==> src/rtl/sub_pkg.sv <==
// +-------------------------------------------------------------------------+
// | sub_pkg: shared FSM state type and sizing helper for the subtractor.    |
// | Revision: 1.0                                                           |
// +-------------------------------------------------------------------------+
`default_nettype none

package sub_pkg;

    typedef enum logic [1:0] {IDLE, CALC, DONE} sub_state_t;

    function automatic int chunk_count(input int width, input int chunk);
        return width / chunk;
    endfunction

endpackage

`default_nettype wire

==> src/rtl/sub_chunk.sv <==
// +-------------------------------------------------------------------------+
// | sub_chunk: combinational CHUNK-bit subtract with borrow in and out.     |
// | Revision: 1.0                                                           |
// +-------------------------------------------------------------------------+
`default_nettype none

module sub_chunk #(
    parameter int CHUNK = 8
) (
    input  logic [CHUNK-1:0] a,
    input  logic [CHUNK-1:0] b,
    input  logic             bin,
    output logic [CHUNK-1:0] d,
    output logic             bout
);

    // One extra bit so the borrow falls out as the MSB of the difference.
    assign {bout, d} = {1'b0, a} - {1'b0, b} - {{CHUNK{1'b0}}, bin};

endmodule

`default_nettype wire

==> src/rtl/sub_borrow_multicycle.sv <==
// +-------------------------------------------------------------------------+
// | sub_borrow_multicycle: WIDTH-bit subtractor processing CHUNK bits per   |
// | clock with a registered borrow ripple and valid/ready handshakes.       |
// | Revision: 1.0                                                           |
// +-------------------------------------------------------------------------+
`default_nettype none

module sub_borrow_multicycle
    import sub_pkg::*;
#(
    parameter int WIDTH = 32,
    parameter int CHUNK = 8
) (
    input  logic             clk,
    input  logic             rst,
    input  logic [WIDTH-1:0] in0,
    input  logic [WIDTH-1:0] in1,
    input  logic             borrow_in,
    input  logic             in_valid,
    output logic             in_ready,
    output logic [WIDTH-1:0] diff,
    output logic             borrow_out,
    output logic             overflow,
    output logic             out_valid,
    input  logic             out_ready
);

    localparam int NCHUNK = chunk_count(WIDTH, CHUNK);
    localparam int IDX_W  = (NCHUNK > 1) ? $clog2(NCHUNK) : 1;
    localparam logic [IDX_W-1:0] c_LAST_IDX = IDX_W'(NCHUNK - 1);

    generate
        if ((WIDTH % CHUNK) != 0 || CHUNK < 1) begin : g_bad_params
            $error("sub_borrow_multicycle: WIDTH must be a multiple of CHUNK");
        end
    endgenerate

    sub_state_t       r_state;
    sub_state_t       w_next_state;
    logic [IDX_W-1:0] r_idx;
    logic             r_borrow;
    logic [WIDTH-1:0] r_a;
    logic [WIDTH-1:0] r_b;
    logic [WIDTH-1:0] r_diff;
    logic             r_borrow_out;
    logic             r_overflow;

    logic [CHUNK-1:0] w_a_chunk;
    logic [CHUNK-1:0] w_b_chunk;
    logic [CHUNK-1:0] w_d;
    logic             w_bout;
    logic             w_last;

    assign w_a_chunk = r_a[r_idx*CHUNK +: CHUNK];
    assign w_b_chunk = r_b[r_idx*CHUNK +: CHUNK];
    assign w_last    = (r_idx == c_LAST_IDX);

    sub_chunk #(
        .CHUNK (CHUNK)
    ) u_sub_chunk (
        .a    (w_a_chunk),
        .b    (w_b_chunk),
        .bin  (r_borrow),
        .d    (w_d),
        .bout (w_bout)
    );

    always_ff @(posedge clk or posedge rst) begin
        if (rst) begin
            r_state <= IDLE;
        end else begin
            r_state <= w_next_state;
        end
    end

    always_comb begin
        w_next_state = r_state;
        in_ready     = 1'b0;
        out_valid    = 1'b0;
        case (r_state)
            IDLE: begin
                in_ready = 1'b1;
                if (in_valid) begin
                    w_next_state = CALC;
                end
            end
            CALC: begin
                if (w_last) begin
                    w_next_state = DONE;
                end
            end
            DONE: begin
                out_valid = 1'b1;
                if (out_ready) begin
                    w_next_state = IDLE;
                end
            end
            default: begin
                w_next_state = IDLE;
            end
        endcase
    end

    always_ff @(posedge clk or posedge rst) begin
        if (rst) begin
            r_idx        <= '0;
            r_borrow     <= 1'b0;
            r_a          <= '0;
            r_b          <= '0;
            r_diff       <= '0;
            r_borrow_out <= 1'b0;
            r_overflow   <= 1'b0;
        end else begin
            case (r_state)
                IDLE: begin
                    if (in_valid) begin
                        r_a      <= in0;
                        r_b      <= in1;
                        r_borrow <= borrow_in;
                        r_idx    <= '0;
                    end
                end
                CALC: begin
                    r_diff[r_idx*CHUNK +: CHUNK] <= w_d;
                    r_borrow <= w_bout;
                    r_idx    <= r_idx + 1'b1;
                    // Top chunk's MSB is the result sign bit.
                    if (w_last) begin
                        r_borrow_out <= w_bout;
                        r_overflow   <= (r_a[WIDTH-1] != r_b[WIDTH-1]) &&
                                        (w_d[CHUNK-1] != r_a[WIDTH-1]);
                    end
                end
                default: begin
                end
            endcase
        end
    end

    assign diff       = r_diff;
    assign borrow_out = r_borrow_out;
    assign overflow   = r_overflow;

endmodule

`default_nettype wire

==> config.mk <==
export PLATFORM = sky130hd
export DESIGN_NAME = sub_borrow_multicycle
export DESIGN_NICKNAME = d
export VERILOG_FILES = /design/src/rtl/sub_pkg.sv /design/src/rtl/sub_chunk.sv /design/src/rtl/sub_borrow_multicycle.sv
export SDC_FILE = /design/constraint.sdc
export NUM_CORES = 1
export LEC_CHECK = 0
export CAP_MARGIN = 20
export CORE_ASPECT_RATIO = 0.5
export CORE_MARGIN = 3
export CORE_UTILIZATION = 25
export DETAILED_ROUTE_END_ITERATION = 8
export HOLD_SLACK_MARGIN = 0.05
export PLACE_DENSITY = 0.47
export SETUP_SLACK_MARGIN = 0.05
export SLEW_MARGIN = 10
export SYNTH_ARGS = -nofsm -noshare
export SYNTH_HDL_FRONTEND = slang
export SYNTH_SLANG_ARGS = --single-unit
==> constraint.sdc <==
create_clock -name clk -period 4 [get_ports clk]
set_input_delay 0.6 -clock clk [delete_from_list [all_inputs] [get_ports clk]]
set_output_delay 0.6 -clock clk [all_outputs]
set_load 0.02 [all_outputs]
==> results.toml <==
[outcome]
outcome = "finished, final reports clean"

[die]
rows = 34
initial_core_util_pct = 26.3
die_h_um = 103
core_area_mm2 = 0.0179
die_w_um = 200
die_area_mm2 = 0.0206
io_pins = 105

[sta]
max_slew_margin_pct = 32.4
fmax_ghz = 0.293
max_slew.worst_pin.slew_ps = 1010
rsz0062_at_grt = "false"
finalCritPeriodShare_pct = 85.5
setup-violations-final = 0
drv_slew = 0
clock_skew_ps = 12.8
hold_viol_final = 0
finalSetupTns_ps = 0
min_period_ps = 3420

[synthesis]
syn_area_mm2 = 0.00471
synth_cell_type_count = 33
synth-compound-area-share_pct = 8.90
syn_inst = 324
synthSimpleGateAreaFrac_pct = 3.56
yosysWarnings = 0
syn_nets = 413
ys_ff_latch = 103
synthArstFlopShare_pct = 100
syn_avg_cell_area_um2 = 14.5
synth_top_family_by_area = "multiplexers"
synthMuxAreaShare_pct = 22.9
synth_top_flop_cell = "dfrtp_1"
synth-edff-count = 0
synth_fa_ha_area_share_pct = 5.63
yosys.area_share.xor_xnor_pct = 1.30
synth-seq-area-share_pct = 54.7

[layout]
syn_to_final_growth_pct = 35.8
nNetsFinal = 524
drive_above_1_share_pct = 25.7
fin_util_pct = 35.7
n_fill_cell = 1748
fin_area_mm2 = 0.00640
antenna_cells = 0

[setup_path]
cp_common_cell = "ha_1"
worstSetupPathType = "reg2reg"
slowest_stage = "dfrtp_1"
critPathCaptureType = "register"
cpPeakStageDelay_ps = 590
worstRegToRegCells = 11
rrSetupSlack_ps = 580
critPathLaunchType = "register"
r2r_end = "overflow$_DFFE_PP0P_"
timing.rr.start = "r_idx[0]$_DFFE_PP0P_"
crit_path_max_fanout = 9
critPathRequiredTime_ps = 4270
timing.critical_path.cells = "buf_12 -> mux4_2 -> ha_1 -> inv_1 -> ha_1 -> a21oi_1 -> nand2_2 -> a221oi_2 -> xnor2_1 -> or3b_1 -> a41oi_2"
cp.arrival_ps = 3690

[placement]
place_congestion = 0.678
portBuffers = 104
placed_area_mm2 = 0.00611
post-dp-hpwl_um = 9220

[clock_network]
cts_buffers = 9
path_clk_slew_ps = 70
insertion_delay_ps = 350
hold_buffers = 0
cts_tree = "built"
clock_path_buffers = 2
cts_resized = 0
cts_sinks = 103
clockRootBuffer = "clkbuf_16"
htreeDepth = 3
cts_setup_buffers = 0

[global_route]
grt_overflow = 0
grt_pass1_vias = 3296
grt_max_degree = 57
grt_pass1_wl_um = 19400
antenna_found_initial = 0
grt_use_total_pct = 12.3

[drt]
wire_per_inst_um = 17.6
vias_per_cell = 4.43
drt_wl_total_um = 12200
detail-route-antenna-nets = 0
firstDrtPassIters = 4
drt_iter0_drc = 89
drc = 0
route.vias.total = 3066

[min_path]
hold_path.class = "reg2reg"
min_from = "r_b[18]$_DFFE_PP0P_"
min_path_cells = 1
min_to = "r_b[18]$_DFFE_PP0P_"

[job]
drv_cap = 0
-- cell families (layout without fill, tap and decap cells) --
group,Yosys count,after routing
flip-flops,103,103
XOR/XNOR,7,7
buffers and inverters,37,153
multiplexers,80,80
AND/OR/NAND/NOR,25,25
adder cells (fa/ha/maj),20,20
AO/OA/AOI/OAI,52,52
-- synthesized netlist by cell type (all sizes together) (2+ instances only) --
cell / count / share of area (%)
o21bai: 3 / 0.48
mux4: 16 / 7.6
a22o: 32 / 5.9
dfrtp: 103 / 55
clkbuf: 7 / 0.56
fa: 2 / 0.85
ha: 18 / 4.8
nand2: 8 / 0.69
a211oi: 2 / 0.32
nor2: 2 / 0.16
mux2: 64 / 15
nor4b: 3 / 0.96
inv: 24 / 1.9
o21ai: 4 / 0.42
nand2b: 4 / 0.53
xor2: 2 / 0.37
a21oi: 7 / 0.74
buf: 6 / 0.50
xnor2: 5 / 0.93
-- worst max path at each step --
| stage | cells after the start | slack [ps] | from | endpoint |
|---|---|---|---|---|
| 2_1_floorplan | 12 | 200 | r_idx[0]$_DFFE_PP0P_ | overflow$_DFFE_PP0P_ |
| 5_1_grt | 11 | 330 | r_idx[0]$_DFFE_PP0P_ | overflow$_DFFE_PP0P_ |
| 3_3_place_gp | 10 | 620 | r_idx[0]$_DFFE_PP0P_ | borrow_out$_DFFE_PP0P_ |
| 4_1_cts | 11 | 550 | r_idx[0]$_DFFE_PP0P_ | overflow$_DFFE_PP0P_ |
| 6_report | 11 | 580 | r_idx[0]$_DFFE_PP0P_ | overflow$_DFFE_PP0P_ |
| 3_5_place_dp | 11 | 570 | r_idx[0]$_DFFE_PP0P_ | overflow$_DFFE_PP0P_ |
-- registers in the layout, summed over array words and instances (netlist names) --
register / cells
r_state: 2
diff: 32
borrow_out: 1
r_a: 32
overflow: 1
r_idx: 2
r_b: 32
r_borrow: 1
-- final cells by class --
class                      instances  area (um2)  share of cell area [%]
clock buffer                      10         229                    3.58
clock inverter                     6        53.8                   0.841
inverter                          24        92.6                    1.45
multi-input combinational        184        2000                    31.2
sequential                       103        2580                    40.3
tap                              252         315                    4.93
timing repair buffer             113        1130                    17.7
-- per-stage QoR --
stage          hold WS, ps  setup slack, ps  std cells
5_1_grt                525              326        692
6_report               505              581        692
3_3_place_gp           489              620        676
4_1_cts                510              546        692
3_5_place_dp           493              566        676
2_1_floorplan          475              204        324
-- layout by cell type, fill, tap and decap left out, drive strengths merged, types with 7 or more instances in the layout --
cell type	instances
clkdlybuf4s50	104
dfrtp	103
mux2	64
a22o	32
inv	26
ha	18
mux4	16
clkbuf	10
buf	9
nand2	8
a21oi	7
-- metal layers --
layer	share of wire, %	up-vias	GRT usage, %
met5	0	-	0
met4	0.94	0	3.31
met3	3.6	8	3.09
met2	46	45	19.2
met1	50	1601	17.2
li1	-	1412	-
-- critical path, delay by kind of cell (launching register included) --
| family | cells | cell delay (ps) |
|---|---|---|
| flip-flops | 1 | 590 |
| buffers and inverters | 2 | 240 |
| AO/OA/AOI/OAI | 3 | 620 |
| multiplexers | 1 | 500 |
| adder cells (fa/ha/maj) | 2 | 640 |
| XOR/XNOR | 1 | 240 |
| AND/OR/NAND/NOR | 2 | 500 |
Power is not shown: default switching activity piles up to over one toggle a cycle in this logic, so the estimate is an artifact.
